`src/rtl/ff_deser_pkg.sv`:
```
// Shared types and constants for the bit-FIFO deserializer.
// Optional feature macro: FF_DESER_PARITY_EN (adds a trailing even-parity bit per frame).
package ff_pkg;

  localparam int FF_WORD_W = 8;

  typedef enum logic [1:0] {
    REQ  = 2'd0,
    WAIT = 2'd1,
    HOLD = 2'd2
  } ff_state_e;

  // Number of serial bits making up one frame for a given word width.
  function automatic int frame_len(input int width);
`ifdef FF_DESER_PARITY_EN
    return width + 1;
`else
    return width;
`endif
  endfunction

endpackage

```
`src/rtl/ff_deser_if.sv`:
```
// Bus between the deserializer, its upstream bit FIFO and the word consumer.
// master = deserializer side, slave = environment side.
// Optional feature macro: FF_DESER_PARITY_EN (adds parity_err).
interface ff_deser_if
  import ff_pkg::*;
#(
  parameter int WIDTH = FF_WORD_W
);

  logic             data_o;
  logic             read_valid;
  logic             read_enable;
  logic [WIDTH-1:0] word_o;
  logic             word_valid;
  logic             word_ready;
`ifdef FF_DESER_PARITY_EN
  logic             parity_err;
`endif

  modport master (
    input  data_o,
    input  read_valid,
    input  word_ready,
    output read_enable,
    output word_o,
`ifdef FF_DESER_PARITY_EN
    output parity_err,
`endif
    output word_valid
  );

  modport slave (
    output data_o,
    output read_valid,
    output word_ready,
    input  read_enable,
    input  word_o,
`ifdef FF_DESER_PARITY_EN
    input  parity_err,
`endif
    input  word_valid
  );

endinterface

```
`src/rtl/ff_deser.sv`:
```
// Serial-to-parallel deserializer pulling one bit at a time from an upstream FIFO.
// Bits arrive LSB first; a complete word is held until the consumer accepts it.
// Optional feature macro: FF_DESER_PARITY_EN (frame gets a trailing even-parity bit).
//
// state | meaning
// REQ   | read_enable high, one bit requested from the FIFO
// WAIT  | waiting for the FIFO answer; capture on read_valid, re-request if empty
// HOLD  | full word on word_o, word_valid high until word_ready
module ff_deser
  import ff_pkg::*;
#(
  parameter int WIDTH = FF_WORD_W
) (
  input logic        clk,
  input logic        rst,
  ff_deser_if.master bus
);

  localparam int FRAME = frame_len(WIDTH);
  // Sized to hold the frame length itself, which is the count on entry to HOLD.
  localparam int CNT_W = $clog2(FRAME + 1);

  ff_state_e        state_q, state_d;
  logic [CNT_W-1:0] bit_cnt_q, bit_cnt_d;
  logic [WIDTH-1:0] shift_q, shift_d;
`ifdef FF_DESER_PARITY_EN
  logic             par_err_q, par_err_d;
`endif

  // State and datapath registers with synchronous reset.
  always_ff @(posedge clk) begin
    if (rst) begin
      state_q   <= REQ;
      bit_cnt_q <= '0;
      shift_q   <= '0;
`ifdef FF_DESER_PARITY_EN
      par_err_q <= 1'b0;
`endif
    end else begin
      state_q   <= state_d;
      bit_cnt_q <= bit_cnt_d;
      shift_q   <= shift_d;
`ifdef FF_DESER_PARITY_EN
      par_err_q <= par_err_d;
`endif
    end
  end

  // Next-state, bit capture and frame completion.
  always_comb begin
    state_d   = state_q;
    bit_cnt_d = bit_cnt_q;
    shift_d   = shift_q;
`ifdef FF_DESER_PARITY_EN
    par_err_d = par_err_q;
`endif
    case (state_q)
      REQ: state_d = WAIT;
      WAIT: begin
        if (bus.read_valid) begin
          for (int i = 0; i < WIDTH; i++) begin
            if (bit_cnt_q == CNT_W'(i)) shift_d[i] = bus.data_o;
          end
`ifdef FF_DESER_PARITY_EN
          // The parity bit is the last of the frame, so this lands on entry to HOLD.
          if (bit_cnt_q == CNT_W'(WIDTH)) par_err_d = (^shift_q) != bus.data_o;
`endif
          bit_cnt_d = bit_cnt_q + CNT_W'(1);
          if (bit_cnt_q == CNT_W'(FRAME - 1)) state_d = HOLD;
          else                                state_d = REQ;
        end else begin
          state_d = REQ;
        end
      end
      HOLD: begin
        if (bus.word_ready) begin
          bit_cnt_d = '0;
          state_d   = REQ;
        end
      end
      default: state_d = REQ;
    endcase
  end

  // No request goes out while reset is held, even though the state already reads REQ.
  assign bus.read_enable = (state_q == REQ) && !rst;
  assign bus.word_valid  = (state_q == HOLD);
  assign bus.word_o      = shift_q;
`ifdef FF_DESER_PARITY_EN
  assign bus.parity_err  = par_err_q;
`endif

endmodule

```
`src/flat_wrapper.sv`:
```
// flat-port wrapper written by rule: the top's interface ports become plain ports
module ff_deser_flat import ff_pkg::*;
#(
  parameter int WIDTH = FF_WORD_W
)
  (clk, rst, bus_data_o, bus_read_valid, bus_word_ready, bus_read_enable, bus_word_o, bus_word_valid);
  ff_deser_if #(.WIDTH(WIDTH)) bus_i ();
  input logic clk;
  input logic rst;
  input wire logic [$bits(bus_i.data_o)-1:0] bus_data_o;
  input wire logic [$bits(bus_i.read_valid)-1:0] bus_read_valid;
  input wire logic [$bits(bus_i.word_ready)-1:0] bus_word_ready;
  output wire logic [$bits(bus_i.read_enable)-1:0] bus_read_enable;
  output wire logic [$bits(bus_i.word_o)-1:0] bus_word_o;
  output wire logic [$bits(bus_i.word_valid)-1:0] bus_word_valid;
  assign bus_i.data_o = bus_data_o;
  assign bus_i.read_valid = bus_read_valid;
  assign bus_i.word_ready = bus_word_ready;
  assign bus_read_enable = bus_i.read_enable;
  assign bus_word_o = bus_i.word_o;
  assign bus_word_valid = bus_i.word_valid;
  ff_deser #(.WIDTH(WIDTH)) u_core (.clk(clk), .rst(rst), .bus(bus_i));
endmodule
```
`config.mk`:
```
export PLATFORM = sky130hd
export DESIGN_NAME = ff_deser_flat
export DESIGN_NICKNAME = d
export VERILOG_FILES = /design/src/rtl/ff_deser_pkg.sv /design/src/rtl/ff_deser_if.sv /design/src/rtl/ff_deser.sv /design/src/flat_wrapper.sv
export SDC_FILE = /design/constraint.sdc
export NUM_CORES = 1
export LEC_CHECK = 0
export ABC_AREA = 1
export ABC_CLOCK_PERIOD_IN_PS = 1100
export CAP_MARGIN = 30
export CORE_MARGIN = 10
export CORE_UTILIZATION = 30
export DETAILED_ROUTE_END_ITERATION = 6
export GPL_TIMING_DRIVEN = 0
export SKIP_CTS_REPAIR_TIMING = 1
export SYNTH_ARGS = -nofsm -noshare
export SYNTH_HDL_FRONTEND = slang
export SYNTH_SLANG_ARGS = --single-unit
```
`constraint.sdc`:
```
create_clock -name clk -period 1.1 [get_ports clk]
set_input_delay 0.165 -clock clk [delete_from_list [all_inputs] [get_ports clk]]
set_output_delay 0.165 -clock clk [all_outputs]
set_load 0.005 [all_outputs]
```
**After elaboration in Yosys (flattened, before gate mapping)**

Index checks and enable logic that the tools add are counted.

- Bits in registers: 14
- Output and inout port bits: 10

- Mux-type cells: 7
- $add $sub $neg: 1
- Reductions and logical operators: 14
- Equal/unequal tests: 11

Operators by type and width:

| operator | count |
|---|---|
| $reduce_and A3 Y1 | 9 |
| $eq A4 B3 Y1 const B | 4 |
| $eq A4 B2 Y1 const B | 2 |
| $mux W4 | 2 |
| $pmux W4 S2 | 1 |
| $mux W2 | 3 |
| $pmux W2 S3 | 1 |
| $add A4 B1 Y4 const B | 1 |
| $eq A4 B1 Y1 const B | 1 |
| $logic_not A4 Y1 | 1 |
| $ne A2 B2 Y1 const B | 2 |
| $eq A2 B1 Y1 const B | 1 |
| $eq A2 B2 Y1 const B | 1 |
| $logic_not A2 Y1 | 1 |
| $reduce_bool A2 Y1 | 1 |
| $logic_and A1 B1 Y1 | 1 |
| $logic_not A1 Y1 | 1 |

**Longest topological paths before layout**

- Depth in word-level cells: 4
- Depth in mapped cells: 7
- Gate-level depth less buffers: 7

**Worst setup path before layout**

OpenSTA, ideal clock, no wires.

- Path kind: register to register
- From: reg u_core.bit_cnt_q[0]
- To: reg u_core.shift_q[3] (netlist: u_core.bus.word_o[3])
- Arrival time: 0.893 ns
- Required time: 0.987 ns
- Setup slack: 0.094 ns
- Path buffers: 0
- Cell stages (with the launch flop): 7
- Path through: dfxtp_1 > ha_1 > nand2_1 > nor2_1 > nand2_1 > nand2_1 > nor2_1

- Word-level cells in the longest chain between the ends: 2

Ends and longest elaborated chain:

| item | RTL line | source |
|---|---|---|
| start: declaration | ff_deser.sv:24 | `logic [CNT_W-1:0] bit_cnt_q, bit_cnt_d;` |
| start signal: assignment | ff_deser.sv:41 | `bit_cnt_q <= bit_cnt_d;` |
| $eq A4 B2 Y1 | ff_deser.sv:62 | `if (bit_cnt_q == CNT_W'(i)) shift_d[i] = bus.data_o;` |
| $reduce_and A3 Y1 (no source line) | n/a |  |
| end signal: assignment | ff_deser.sv:42 | `shift_q <= shift_d;` |
| end: declaration | ff_deser.sv:25 | `logic [WIDTH-1:0] shift_q, shift_d;` |

Every way passes these cells.
A chain may end at the register's enable or synchronous reset.

**Worst setup path after layout**

- From: reg u_core.state_q[1]
- To: out bus_read_enable

- Word-level cells in the longest chain between the ends: 2

Ends and longest elaborated chain:

| item | RTL line | source |
|---|---|---|
| start: declaration | ff_deser.sv:23 | `ff_state_e state_q, state_d;` |
| start signal: assignment | ff_deser.sv:40 | `state_q <= state_d;` |
| $logic_not A2 Y1 | ff_deser.sv:86 | `assign bus.read_enable = (state_q == REQ) && !rst;` |
| $logic_and A1 B1 Y1 | ff_deser.sv:86 |  |
| end: declaration | flat_wrapper.sv:13 | `output wire logic [$bits(bus_i.read_enable)-1:0] bus_read_enable;` |

Every way passes these cells.

==> metrics <==
Syn Area/Cell=6.833 sq um; clock network fraction of design power=36.0%; maxcap violations=0; Period minus WS final=1092 ps; peak supply drop=0.8728 mV; vias per cell=4.549; Die Span X=68.67 microns; vias in the first global route=629; Final Slew Violations=0; cell area after synthesis=710.7 sq um; top cells by area, synth=dfxtp_1 (39%), nor2_1 (16%), nand2_1 (14%); # IOs=15; CTS H-tree lvls=1; remaining antenna violation count=0; clk_skew=0.5448 ps; Starting DRT DRC Count=8; Clk Latency, worst-skew pair=280 ps; met1 usage=7.735%; reg-to-reg endpoint=u_core.bus.word_o[1]$_SDFFE_PP0P_; outcome=complete, no violations; crit-path cells=nor3_2 -> buf_2; syn nets=113; Internal=0.0007679 W; Die H=68.67 microns; Site Rows=17; global routing's busiest layer=met2; nature of the critical path endpoint=primary output; pwr/cell area=922.1 mW/mm^2; WHS Path Cells=2; NetSw=0.0002567 W; Setup Viol. Count Final=0; placer congestion estimate=0.7757; Overflow after GRT=0; Area Growth Syn to Fin=56.34%; final WL=1796 microns; WL/cell=11.74 microns; Detailed Routing Iterations Pass 1=3; Hold Fails Final Rpt=0; switching share of total power=25.05%; Synth Register Bits=14; Fmax=915.6 MHz; Logic pwr share=12.5%; r2r setup slk=40 ps; gr usage total=7.253%; clk slew on worst S/H paths=80 ps; worst-path fanout max=3; Die Area=0.004716 sq mm; unrepaired setup endpoints after global routing=yes; initial antenna violation count=0; Worst Max-Slew Pin Slew=255.0 ps; CP arrival=930 ps; critical path required time=940 ps; via count=696; Flop pwr share=51.5%; end of the worst hold path=u_core.bit_cnt_q[1]$_SDFFE_PP0P_; post-synthesis sequential area ratio=39.44%; Core Region=0.002233 sq mm; CTS tree=done; clk sink count=14; Hold Path Class=input pin to flop; share of layout cells above drive strength 1=35.20%; dpl hpwl=1139 microns; RR Startpoint=u_core.bit_cnt_q[1]$_SDFFE_PP0P_; CP bufs+invs=1; Leak=0.5590 nW; fin util=49.75%; Synth area leader=dfxtp_1; Final period util=99.29%; relative slew slack=82.97%; crit path kind=flop to primary output; Final Hold Slack=169.8 ps; CP startpoint kind=flop; # DRC=0; met2 Use GR=12.44%; grt met3 use=3.865%; Non-Filler Instances=153; post-synthesis cell type count=16; Inserted Diodes=0; CTS max path bufs=2; largest net degree at the start of global routing=11; port bufs=14; critical path's slowest cell=dfxtp_4; Initial Util=31.82%; Nets=135; Placed Cells=146; CTS Buf Count=3; yosys warns=0; most frequent cells in the layout=nor2_1 (24), nand2_1 (23), dlymetal6s2s_1 (10); r2r worst-path depth=7; cells after synthesis=104; Clock Tree Root=clkbuf_4; HP Start=rst; slowest stage delay, CP=370 ps; Crit path max-delay family=flip-flops; global-route wire length before repair=2656 microns; commonest non-fill, non-tap cell in the layout=nor2_1; Yosys top cell area share=39.44%
## Yosys cell counts, drive strengths merged
| cell type | number |
|---|---|
| nor2 | 33 |
| nand2 | 27 |
| dfxtp | 14 |
| inv | 8 |
| nand3 | 5 |
| a21oi | 4 |
| ha | 4 |
| nand4 | 4 |
| nor3 | 3 |
| buf | 1 |
| o21ai | 1 |
## power by group through the flow
| stage | Clock (W) | Sequential (W) | Combinational, W |
|---|---|---|---|
| 3_5_place_dp | 0 | 0.000534 | 0.000108 |
| 6_report | 0.000369 | 0.000528 | 0.000128 |
| 5_1_grt | 0.000416 | 0.000530 | 0.000144 |
| 3_3_place_gp | 0 | 0.000534 | 0.000108 |
| 2_1_floorplan | 0 | 0.000534 | 0.0000644 |
| 4_1_cts | 0.000388 | 0.000522 | 0.000108 |
## worst reg2reg max path: cells and delay by family, from the launching register on
kind / cells / cell delay, ps
fa+ha+maj: 1 / 150
simple gates: 5 / 350
buf+inv: 1 / 80
flops: 1 / 390
## cells by family (layout without fill, tap and decap cells)
| family | count (synthesis) | count (layout) | synth area share [%] |
|---|---|---|---|
| AO/OA/AOI/OAI | 5 | 5 | 3.521 |
| AND/OR/NAND/NOR | 72 | 73 | 44.72 |
| adder cells (fa/ha/maj) | 4 | 4 | 7.043 |
| buffers and inverters | 9 | 29 | 5.282 |
| flip-flops | 14 | 14 | 39.44 |
## sequential cells by signal, summed over array words and instances (netlist names)
| signal | cells |
|---|---|
| u_core.state_q | 2 |
| u_core.bit_cnt_q | 4 |
| u_core.bus.word_o | 8 |
## routing by layer
metal | wire [microns] | up-vias
li1 | - | 373
met5 | 0 | -
met1 | 786 | 314
met2 | 944 | 7
met4 | 7 | 0
met3 | 58 | 2
## final cells by class
type	count	area, sq um
sequential	14	302.8
clock buffer	4	36.28
fill	221	1122
multi-input combinational	82	515.5
tap	28	35.03
timing repair buffer	17	181.4
inverter	8	40.04
## how the worst max path moves through the flow
stage	from	to	slack, ps	depth (start not counted)
4_1_cts	u_core.state_q[0]$_SDFFE_PP0P_	bus_read_enable	-520	3
5_1_grt	u_core.state_q[1]$_SDFFE_PP0P_	bus_read_enable	-50	2
3_5_place_dp	rst	bus_read_enable	-420	3
2_1_floorplan	u_core.bit_cnt_q[0]$_SDFFE_PP0P_	u_core.bus.word_o[3]$_SDFFE_PP0P_	90	6
3_3_place_gp	rst	bus_read_enable	-420	3
6_report	u_core.state_q[1]$_SDFFE_PP0P_	bus_read_enable	8	2
## through the flow
step,cell area [sq um],TNS [ps],total power [W],worst slack [ps]
final,1111,0,0.001025,7.771
after global routing,1111,-286.3,0.001090,-47.65
after CTS,922.1,-2757,0.001019,-524.1
after detailed placement,885.9,-3088,0.0006424,-416.6
after global placement,885.9,-2947,0.0006416,-417.5
after floorplan,710.7,0,0.0005979,94.09
No activity file was read; power rests on OpenSTA's default activity.
